--- src/rtl/wt_mem_req_arbiter_if.sv ---
// Request/return bundle between the I$/D$ request ports, the memory
// adapter input and the return-valid strobes of wt_mem_req_arbiter.
// Ports: slave = arbiter view, master = surrounding system view.
interface wt_mem_req_arbiter_if #(
    parameter int PayloadWidth = 128,
    parameter int TidWidth     = 2
);
    logic                    icache_data_req_i;
    logic                    icache_data_ack_o;
    logic [PayloadWidth-1:0] icache_data_i;
    logic                    dcache_data_req_i;
    logic                    dcache_data_ack_o;
    logic [PayloadWidth-1:0] dcache_data_i;
    logic                    mem_data_req_o;
    logic                    mem_data_ack_i;
    logic [PayloadWidth-1:0] mem_data_o;
    logic                    mem_src_o;
    logic                    rtrn_vld_i;
    logic [TidWidth-1:0]     rtrn_tid_i;
    logic                    icache_rtrn_vld_o;
    logic                    dcache_rtrn_vld_o;
    logic                    busy_o;
    logic                    err_o;

    modport slave (
        input  icache_data_req_i, icache_data_i,
        input  dcache_data_req_i, dcache_data_i,
        input  mem_data_ack_i, rtrn_vld_i, rtrn_tid_i,
        output icache_data_ack_o, dcache_data_ack_o,
        output mem_data_req_o, mem_data_o, mem_src_o,
        output icache_rtrn_vld_o, dcache_rtrn_vld_o,
        output busy_o, err_o
    );

    modport master (
        output icache_data_req_i, icache_data_i,
        output dcache_data_req_i, dcache_data_i,
        output mem_data_ack_i, rtrn_vld_i, rtrn_tid_i,
        input  icache_data_ack_o, dcache_data_ack_o,
        input  mem_data_req_o, mem_data_o, mem_src_o,
        input  icache_rtrn_vld_o, dcache_rtrn_vld_o,
        input  busy_o, err_o
    );
endinterface

--- src/rtl/wt_mem_req_arbiter.sv ---
// Shares the memory-adapter request channel between the write-through I$
// and D$: one-entry output register, round-robin arbitration, per-requester
// outstanding counters and TID-based return routing.
// Ports: clk_i, rst_i (async, active high), bus (wt_mem_req_arbiter_if.slave).
// Option: define WT_ARB_ICACHE_PRIO_EN for fixed I$ priority instead of RR.
module wt_mem_req_arbiter #(
    parameter int PayloadWidth   = 128,
    parameter int TidWidth       = 2,
    parameter int IcacheTxId     = 0,
    parameter int MaxOutstanding = 4
) (
    input logic clk_i,
    input logic rst_i,
    wt_mem_req_arbiter_if.slave bus
);
    localparam int CntW = $clog2(MaxOutstanding + 1);
    localparam logic [CntW-1:0] CntMax = CntW'(MaxOutstanding);
    localparam logic [TidWidth-1:0] ITid = TidWidth'(IcacheTxId);

    typedef enum logic {
        EMPTY,
        FULL
    } state_e;

    state_e                  state;
    logic                    last_src;
    logic [CntW-1:0]         icnt;
    logic [CntW-1:0]         dcnt;
    logic                    err;
    logic [PayloadWidth-1:0] data_q;
    logic                    src_q;

    logic slot;
    logic i_elig;
    logic d_elig;
    logic sel_d;
    logic gnt;
    logic i_gnt;
    logic d_gnt;
    logic i_ret;
    logic d_ret;

    always_comb begin
        slot   = (state == EMPTY) || bus.mem_data_ack_i;
        i_elig = bus.icache_data_req_i && (icnt < CntMax);
        d_elig = bus.dcache_data_req_i && (dcnt < CntMax);
`ifdef WT_ARB_ICACHE_PRIO_EN
        sel_d  = d_elig && !i_elig;
`else
        // on a tie the D$ wins only if the I$ was granted last
        sel_d  = d_elig && (!i_elig || !last_src);
`endif
        gnt    = slot && (i_elig || d_elig);
        i_gnt  = gnt && !sel_d;
        d_gnt  = gnt && sel_d;
        i_ret  = bus.rtrn_vld_i && (bus.rtrn_tid_i == ITid);
        d_ret  = bus.rtrn_vld_i && (bus.rtrn_tid_i != ITid);
    end

    always_ff @(posedge clk_i or posedge rst_i) begin
        if (rst_i) begin
            state    <= EMPTY;
            data_q   <= '0;
            src_q    <= 1'b0;
            last_src <= 1'b1;
            icnt     <= '0;
            dcnt     <= '0;
            err      <= 1'b0;
        end else begin
            unique case (state)
                EMPTY: if (gnt) state <= FULL;
                FULL:  if (bus.mem_data_ack_i && !gnt) state <= EMPTY;
                default: state <= EMPTY;
            endcase
            if (gnt) begin
                data_q   <= sel_d ? bus.dcache_data_i : bus.icache_data_i;
                src_q    <= sel_d;
                last_src <= sel_d;
            end
            // a return to an idle requester is dropped, not wrapped
            icnt <= icnt + CntW'(i_gnt) - CntW'(i_ret && (icnt != '0));
            dcnt <= dcnt + CntW'(d_gnt) - CntW'(d_ret && (dcnt != '0));
            if ((i_ret && (icnt == '0)) || (d_ret && (dcnt == '0))) begin
                err <= 1'b1;
            end
        end
    end

    assign bus.icache_data_ack_o = i_gnt;
    assign bus.dcache_data_ack_o = d_gnt;
    assign bus.mem_data_req_o    = (state == FULL);
    assign bus.mem_data_o        = data_q;
    assign bus.mem_src_o         = src_q;
    assign bus.icache_rtrn_vld_o = i_ret;
    assign bus.dcache_rtrn_vld_o = d_ret;
    assign bus.busy_o = (state == FULL) || (icnt != '0) || (dcnt != '0);
    assign bus.err_o  = err;
endmodule

--- src/flat_wrapper.sv ---
// flat-port wrapper written by rule: the top's interface ports become plain ports
module wt_mem_req_arbiter_flat 
#(
    parameter int PayloadWidth   = 128,
    parameter int TidWidth       = 2,
    parameter int IcacheTxId     = 0,
    parameter int MaxOutstanding = 4
)
  (clk_i, rst_i, bus_icache_data_req_i, bus_icache_data_i, bus_dcache_data_req_i, bus_dcache_data_i, bus_mem_data_ack_i, bus_rtrn_vld_i, bus_rtrn_tid_i, bus_icache_data_ack_o, bus_dcache_data_ack_o, bus_mem_data_req_o, bus_mem_data_o, bus_mem_src_o, bus_icache_rtrn_vld_o, bus_dcache_rtrn_vld_o, bus_busy_o, bus_err_o);
  wt_mem_req_arbiter_if #(.PayloadWidth(PayloadWidth), .TidWidth(TidWidth)) bus_i ();
  input logic clk_i;
  input logic rst_i;
  input wire logic [$bits(bus_i.icache_data_req_i)-1:0] bus_icache_data_req_i;
  input wire logic [$bits(bus_i.icache_data_i)-1:0] bus_icache_data_i;
  input wire logic [$bits(bus_i.dcache_data_req_i)-1:0] bus_dcache_data_req_i;
  input wire logic [$bits(bus_i.dcache_data_i)-1:0] bus_dcache_data_i;
  input wire logic [$bits(bus_i.mem_data_ack_i)-1:0] bus_mem_data_ack_i;
  input wire logic [$bits(bus_i.rtrn_vld_i)-1:0] bus_rtrn_vld_i;
  input wire logic [$bits(bus_i.rtrn_tid_i)-1:0] bus_rtrn_tid_i;
  output wire logic [$bits(bus_i.icache_data_ack_o)-1:0] bus_icache_data_ack_o;
  output wire logic [$bits(bus_i.dcache_data_ack_o)-1:0] bus_dcache_data_ack_o;
  output wire logic [$bits(bus_i.mem_data_req_o)-1:0] bus_mem_data_req_o;
  output wire logic [$bits(bus_i.mem_data_o)-1:0] bus_mem_data_o;
  output wire logic [$bits(bus_i.mem_src_o)-1:0] bus_mem_src_o;
  output wire logic [$bits(bus_i.icache_rtrn_vld_o)-1:0] bus_icache_rtrn_vld_o;
  output wire logic [$bits(bus_i.dcache_rtrn_vld_o)-1:0] bus_dcache_rtrn_vld_o;
  output wire logic [$bits(bus_i.busy_o)-1:0] bus_busy_o;
  output wire logic [$bits(bus_i.err_o)-1:0] bus_err_o;
  assign bus_i.icache_data_req_i = bus_icache_data_req_i;
  assign bus_i.icache_data_i = bus_icache_data_i;
  assign bus_i.dcache_data_req_i = bus_dcache_data_req_i;
  assign bus_i.dcache_data_i = bus_dcache_data_i;
  assign bus_i.mem_data_ack_i = bus_mem_data_ack_i;
  assign bus_i.rtrn_vld_i = bus_rtrn_vld_i;
  assign bus_i.rtrn_tid_i = bus_rtrn_tid_i;
  assign bus_icache_data_ack_o = bus_i.icache_data_ack_o;
  assign bus_dcache_data_ack_o = bus_i.dcache_data_ack_o;
  assign bus_mem_data_req_o = bus_i.mem_data_req_o;
  assign bus_mem_data_o = bus_i.mem_data_o;
  assign bus_mem_src_o = bus_i.mem_src_o;
  assign bus_icache_rtrn_vld_o = bus_i.icache_rtrn_vld_o;
  assign bus_dcache_rtrn_vld_o = bus_i.dcache_rtrn_vld_o;
  assign bus_busy_o = bus_i.busy_o;
  assign bus_err_o = bus_i.err_o;
  wt_mem_req_arbiter #(.PayloadWidth(PayloadWidth), .TidWidth(TidWidth), .IcacheTxId(IcacheTxId), .MaxOutstanding(MaxOutstanding)) u_core (.clk_i(clk_i), .rst_i(rst_i), .bus(bus_i));
endmodule
--- config.mk ---
export PLATFORM = sky130hd
export DESIGN_NAME = wt_mem_req_arbiter_flat
export DESIGN_NICKNAME = d
export VERILOG_FILES = /design/src/rtl/wt_mem_req_arbiter_if.sv /design/src/rtl/wt_mem_req_arbiter.sv /design/src/flat_wrapper.sv
export SDC_FILE = /design/constraint.sdc
export NUM_CORES = 1
export LEC_CHECK = 0
export CORE_AREA = 2 2 157 159
export CTS_BUF_LIST = sky130_fd_sc_hd__clkbuf_8
export DETAILED_ROUTE_END_ITERATION = 7
export DIE_AREA = 0 0 159 161
export GPL_TIMING_DRIVEN = 0
export SYNTH_ARGS = -nofsm -noshare
export SYNTH_HDL_FRONTEND = slang
export SYNTH_SLANG_ARGS = --single-unit
export TNS_END_PERCENT = 5
--- constraint.sdc ---
create_clock -name clk_i -period 4.7 [get_ports clk_i]
set_input_delay 0.94 -clock clk_i [delete_from_list [all_inputs] [get_ports clk_i]]
set_output_delay 0.94 -clock clk_i [all_outputs]
set_load 0.02 [all_outputs]
==> metrics.md, run 1 <==
| Metric | Value |
|---|---|
| Worst EP arrival | `3.12 ns` |
| TritonCTS clock tree | `built` |
| Min Clock Period, post-route | `4.06 ns` |
| Area delta synth->final | `74.4%` |
| Finish-stage setup viols | `0` |
| Worst endpoint required time | `3.76 ns` |
| Core Area | `24000 um2` |
| CP max stage delay | `0.64 ns` |
| CP Cell Sequence | `clkdlybuf4s50_1, nand3b_1, clkbuf_1, clkbuf_1, and3_1, clkdlybuf4s50_1` |
| Max-slew violations | `0` |
| Die width | `159 um` |
| Max Cap Viol | `0` |
| Yosys Warn Count | `0` |
| Port Buf Inserts | `399` |
| CTS Hold Bufs | `0` |
| Syn Inst Count | `505` |
| Hold Fails Final Rpt | `0` |
| Multi-input logic area | `2650 um2` |
| CP Capture Type | `output port` |
| Post-CTS resize count | `0` |
| Number of synthesized register bits | `138` |
| Post-Place Worst Slack | `0.645 ns` |
| Sink Count | `138` |
| CTS Buf Count | `17` |
| Number of DRC markers after the initial detailed-route iteration | `322` |
| Worst Setup Start Kind | `primary input` |
| Clock share of power | `0.162` |
| DRC | `0` |
| Peak supply drop | `0.000283 V` |
| CP top delay family | `buffers and inverters` |
| Router iterations before antenna repair | `4` |
| Comb power frac | `0.534` |
| Critical path buffers and inverters | `4` |
| Overall routing resource usage | `0.208` |
| Crit path max-delay cell type | `clkdlybuf4s50_1` |
| Vias in the first global route | `6770` |
| Global-route wire length before repair | `41000 um` |
| Setup Crit Path Kind | `primary input to output port` |
| Most common cell after layout, fill and taps aside | `clkdlybuf4s50_1` |
| CTS root buf | `clkbuf_8` |
| Grt total ovfl | `0` |
| DRT antenna net count | `0` |
| CP max FO | `10` |
| Routed wire length | `27400 um` |
| Height of the die | `161 um` |
| Clk pin slew, worst setup/hold paths | `0.08 ns` |
| Sequential cell area fraction in the yosys report | `0.527` |
| Area taken by flip-flops and latches | `3450 um2` |
| Max_slew headroom | `0.391` |
| Worst Tran Pin Value | `0.913 ns` |
| Layout fillers | `2292` |
| WL per Instance | `21.7 um` |
| Reg power frac | `0.304` |
| Maximum buffer depth of the clock tree | `2` |
| Synth Net Count | `775` |
| Skew-Pair Late Insertion Delay | `0.45 ns` |
| Die Area | `25600 um2` |
| NetSw | `2.73 mW` |
| Worst setup margin | `0.643 ns` |
| Initial antenna violation count | `0` |
| Gpl congestion | `0.784` |
| Max Freq | `246 MHz` |
| PD cells | `611 nW/um2` |
| Clock Skews | `0.0136 ns` |
| Post-DR vias/cell | `5.11` |
| Final #Nets | `1194` |
| Placed cell areas | `11000 um2` |
| Outcome | `completed` |
| Setup bufs post-CTS | `0` |
| Layout cells sized above 1 | `0.0512` |
| DP HPWL | `20300 um` |
| Htree depth | `4` |
| Post-route cell area | `11400 um2` |
| Static Leak | `4.65 nW` |
| Vias | `6455` |
| Internal | `4.26 mW` |
| Sw frac | `0.390` |
| Largest net degree at the start of global routing | `71` |
| Site row count | `57` |
| Worst hold path class | `flop to flop` |
| Most frequent cells in the layout | `clkdlybuf4s50_1, dfrtp_1, a221o_1` |
| Initial Util | `0.273` |
| Area of the mapped netlist | `6550 um2` |
| Io pins | `400` |
| RSZ-0062 raised after global routing | `no` |
| Syn avg cell area | `13.0 um2` |
| Fin crit share | `0.863` |
| Post-synthesis cell type count | `25` |
==> kinds of logic after synthesis <==
kind of cell	after synthesis	synth area share
compound gates	133	0.201
xor+xnor	4	0.00535
fa+ha+maj	6	0.0138
buf+inv	81	0.0678
flops	138	0.527
simple gates	143	0.185
==> synthesized netlist by cell type, drive strengths merged <==
cell type / count / share of area
nand3b: 2 / 0.0023
a221o: 129 / 0.20
xnor2: 4 / 0.0053
inv: 10 / 0.0057
and3: 2 / 0.0019
dfrtp: 137 / 0.52
o21ai: 2 / 0.0015
nor2b: 3 / 0.0029
nor3: 2 / 0.0015
nor2: 2 / 0.0011
or3b: 1 / 0.0013
fa: 2 / 0.0061
clkbuf: 56 / 0.032
nor3b: 1 / 0.0011
and4: 128 / 0.17
ha: 4 / 0.0076
a21o: 2 / 0.0023
buf: 15 / 0.030
dfstp: 1 / 0.0040
nand2b: 1 / 0.00096
nand2: 1 / 0.00057
==> cell type report <==
type                            count  share of cell area
Antenna cell                        1            0.000219
Clock inverter                     14              0.0171
Tap cell                          324              0.0355
Buffer                             71              0.0356
Inverter                           10             0.00372
Sequential cell                   138               0.302
Timing Repair Buffer              400               0.352
Multi-Input combinational cell    286               0.232
Clock buffer                       18              0.0217
==> registers in the layout (all words and copies together), names as in the netlist <==
| name | flops |
|---|---|
| u_core.bus.err_o | 1 |
| u_core.bus.mem_data_o | 128 |
| u_core.bus.mem_data_req_o | 1 |
| u_core.bus.mem_src_o | 1 |
| u_core.dcnt | 3 |
| u_core.icnt | 3 |
| u_core.last_src | 1 |
==> final timing paths <==
kind	start	end	slack (ns)	cells past startpoint
max in group asynchronous	rst_i	u_core.bus.mem_data_o[50]$_DFFE_PP0P_	2.93	3
min reg2reg	u_core.bus.err_o$_DFFE_PP0P_	u_core.bus.err_o$_DFFE_PP0P_	0.50	1
min	u_core.bus.err_o$_DFFE_PP0P_	u_core.bus.err_o$_DFFE_PP0P_	0.50	1
max reg2reg	u_core.icnt[2]$_DFF_PP0_	u_core.dcnt[2]$_DFF_PP0_	1.81	11
min in group asynchronous	rst_i	u_core.bus.mem_data_o[15]$_DFFE_PP0P_	0.95	2
max	bus_icache_data_req_i	bus_dcache_data_ack_o	0.64	6
==> metal layers <==
metal  up-vias  track usage  share of wire
met3        34       0.0668          0.075
li1       2978            -              -
met5         -            0              0
met2       273        0.356           0.49
met1      3170        0.248           0.41
met4         0       0.0723          0.023
==> metrics by stage <==
| step | cells | TNS, ns | utilization | hold WS [ns] | power [mW] |
|---|---|---|---|---|---|
| floorplan | 505 | 0 | - | 0.479 | 4.04 |
| global placement | 1228 | -312.22 | 0.457 | 0.463 | 5.88 |
| detailed placement | 1229 | 0 | 0.458 | 0.476 | 5.90 |
| CTS | 1261 | 0 | 0.477 | 0.508 | 7.06 |
| global route | 1261 | 0 | 0.477 | 0.532 | 7.36 |
| finish | 1262 | 0 | 0.477 | 0.503 | 6.99 |
==> power groups by stage <==
| stage | clock [mW] | sequential (mW) | combinational, mW |
|---|---|---|---|
| after floorplan | 0 | 2.75 | 1.29 |
| after global placement | 0 | 2.13 | 3.74 |
| after detailed placement | 0 | 2.13 | 3.77 |
| after CTS | 1.16 | 2.12 | 3.77 |
| after global routing | 1.21 | 2.19 | 3.96 |
| final | 1.13 | 2.12 | 3.73 |
Note: power is estimated with default switching activity, not from simulation.
==> inputs of run 2 (changes only) <==
--- a/config.mk
+++ b/config.mk
@@ -6,4 +6,5 @@
 export NUM_CORES = 1
 export LEC_CHECK = 0
+export ABC_AREA = 0
 export CORE_AREA = 2 2 157 159
 export CTS_BUF_LIST = sky130_fd_sc_hd__clkbuf_8
==> constraint.sdc (replaced) <==
create_clock -name clk_i -period 4.7 [get_ports clk_i]
set_input_delay 0.94 -clock clk_i [delete_from_list [all_inputs] [get_ports clk_i]]
set_output_delay 0.94 -clock clk_i [all_outputs]
set_load 0.01 [all_outputs]
==> results of run 2 <==
Same layout as run 1 (identical final DEF). Status: completed.
Among the figures that moved: setup slack after placement 0.645 ns -> 0.713 ns; setup slack after layout 0.643 ns -> 0.711 ns; total power 6.99 mW -> 6.56 mW; worst IR drop on VDD 0.000283 V -> 0.000254 V
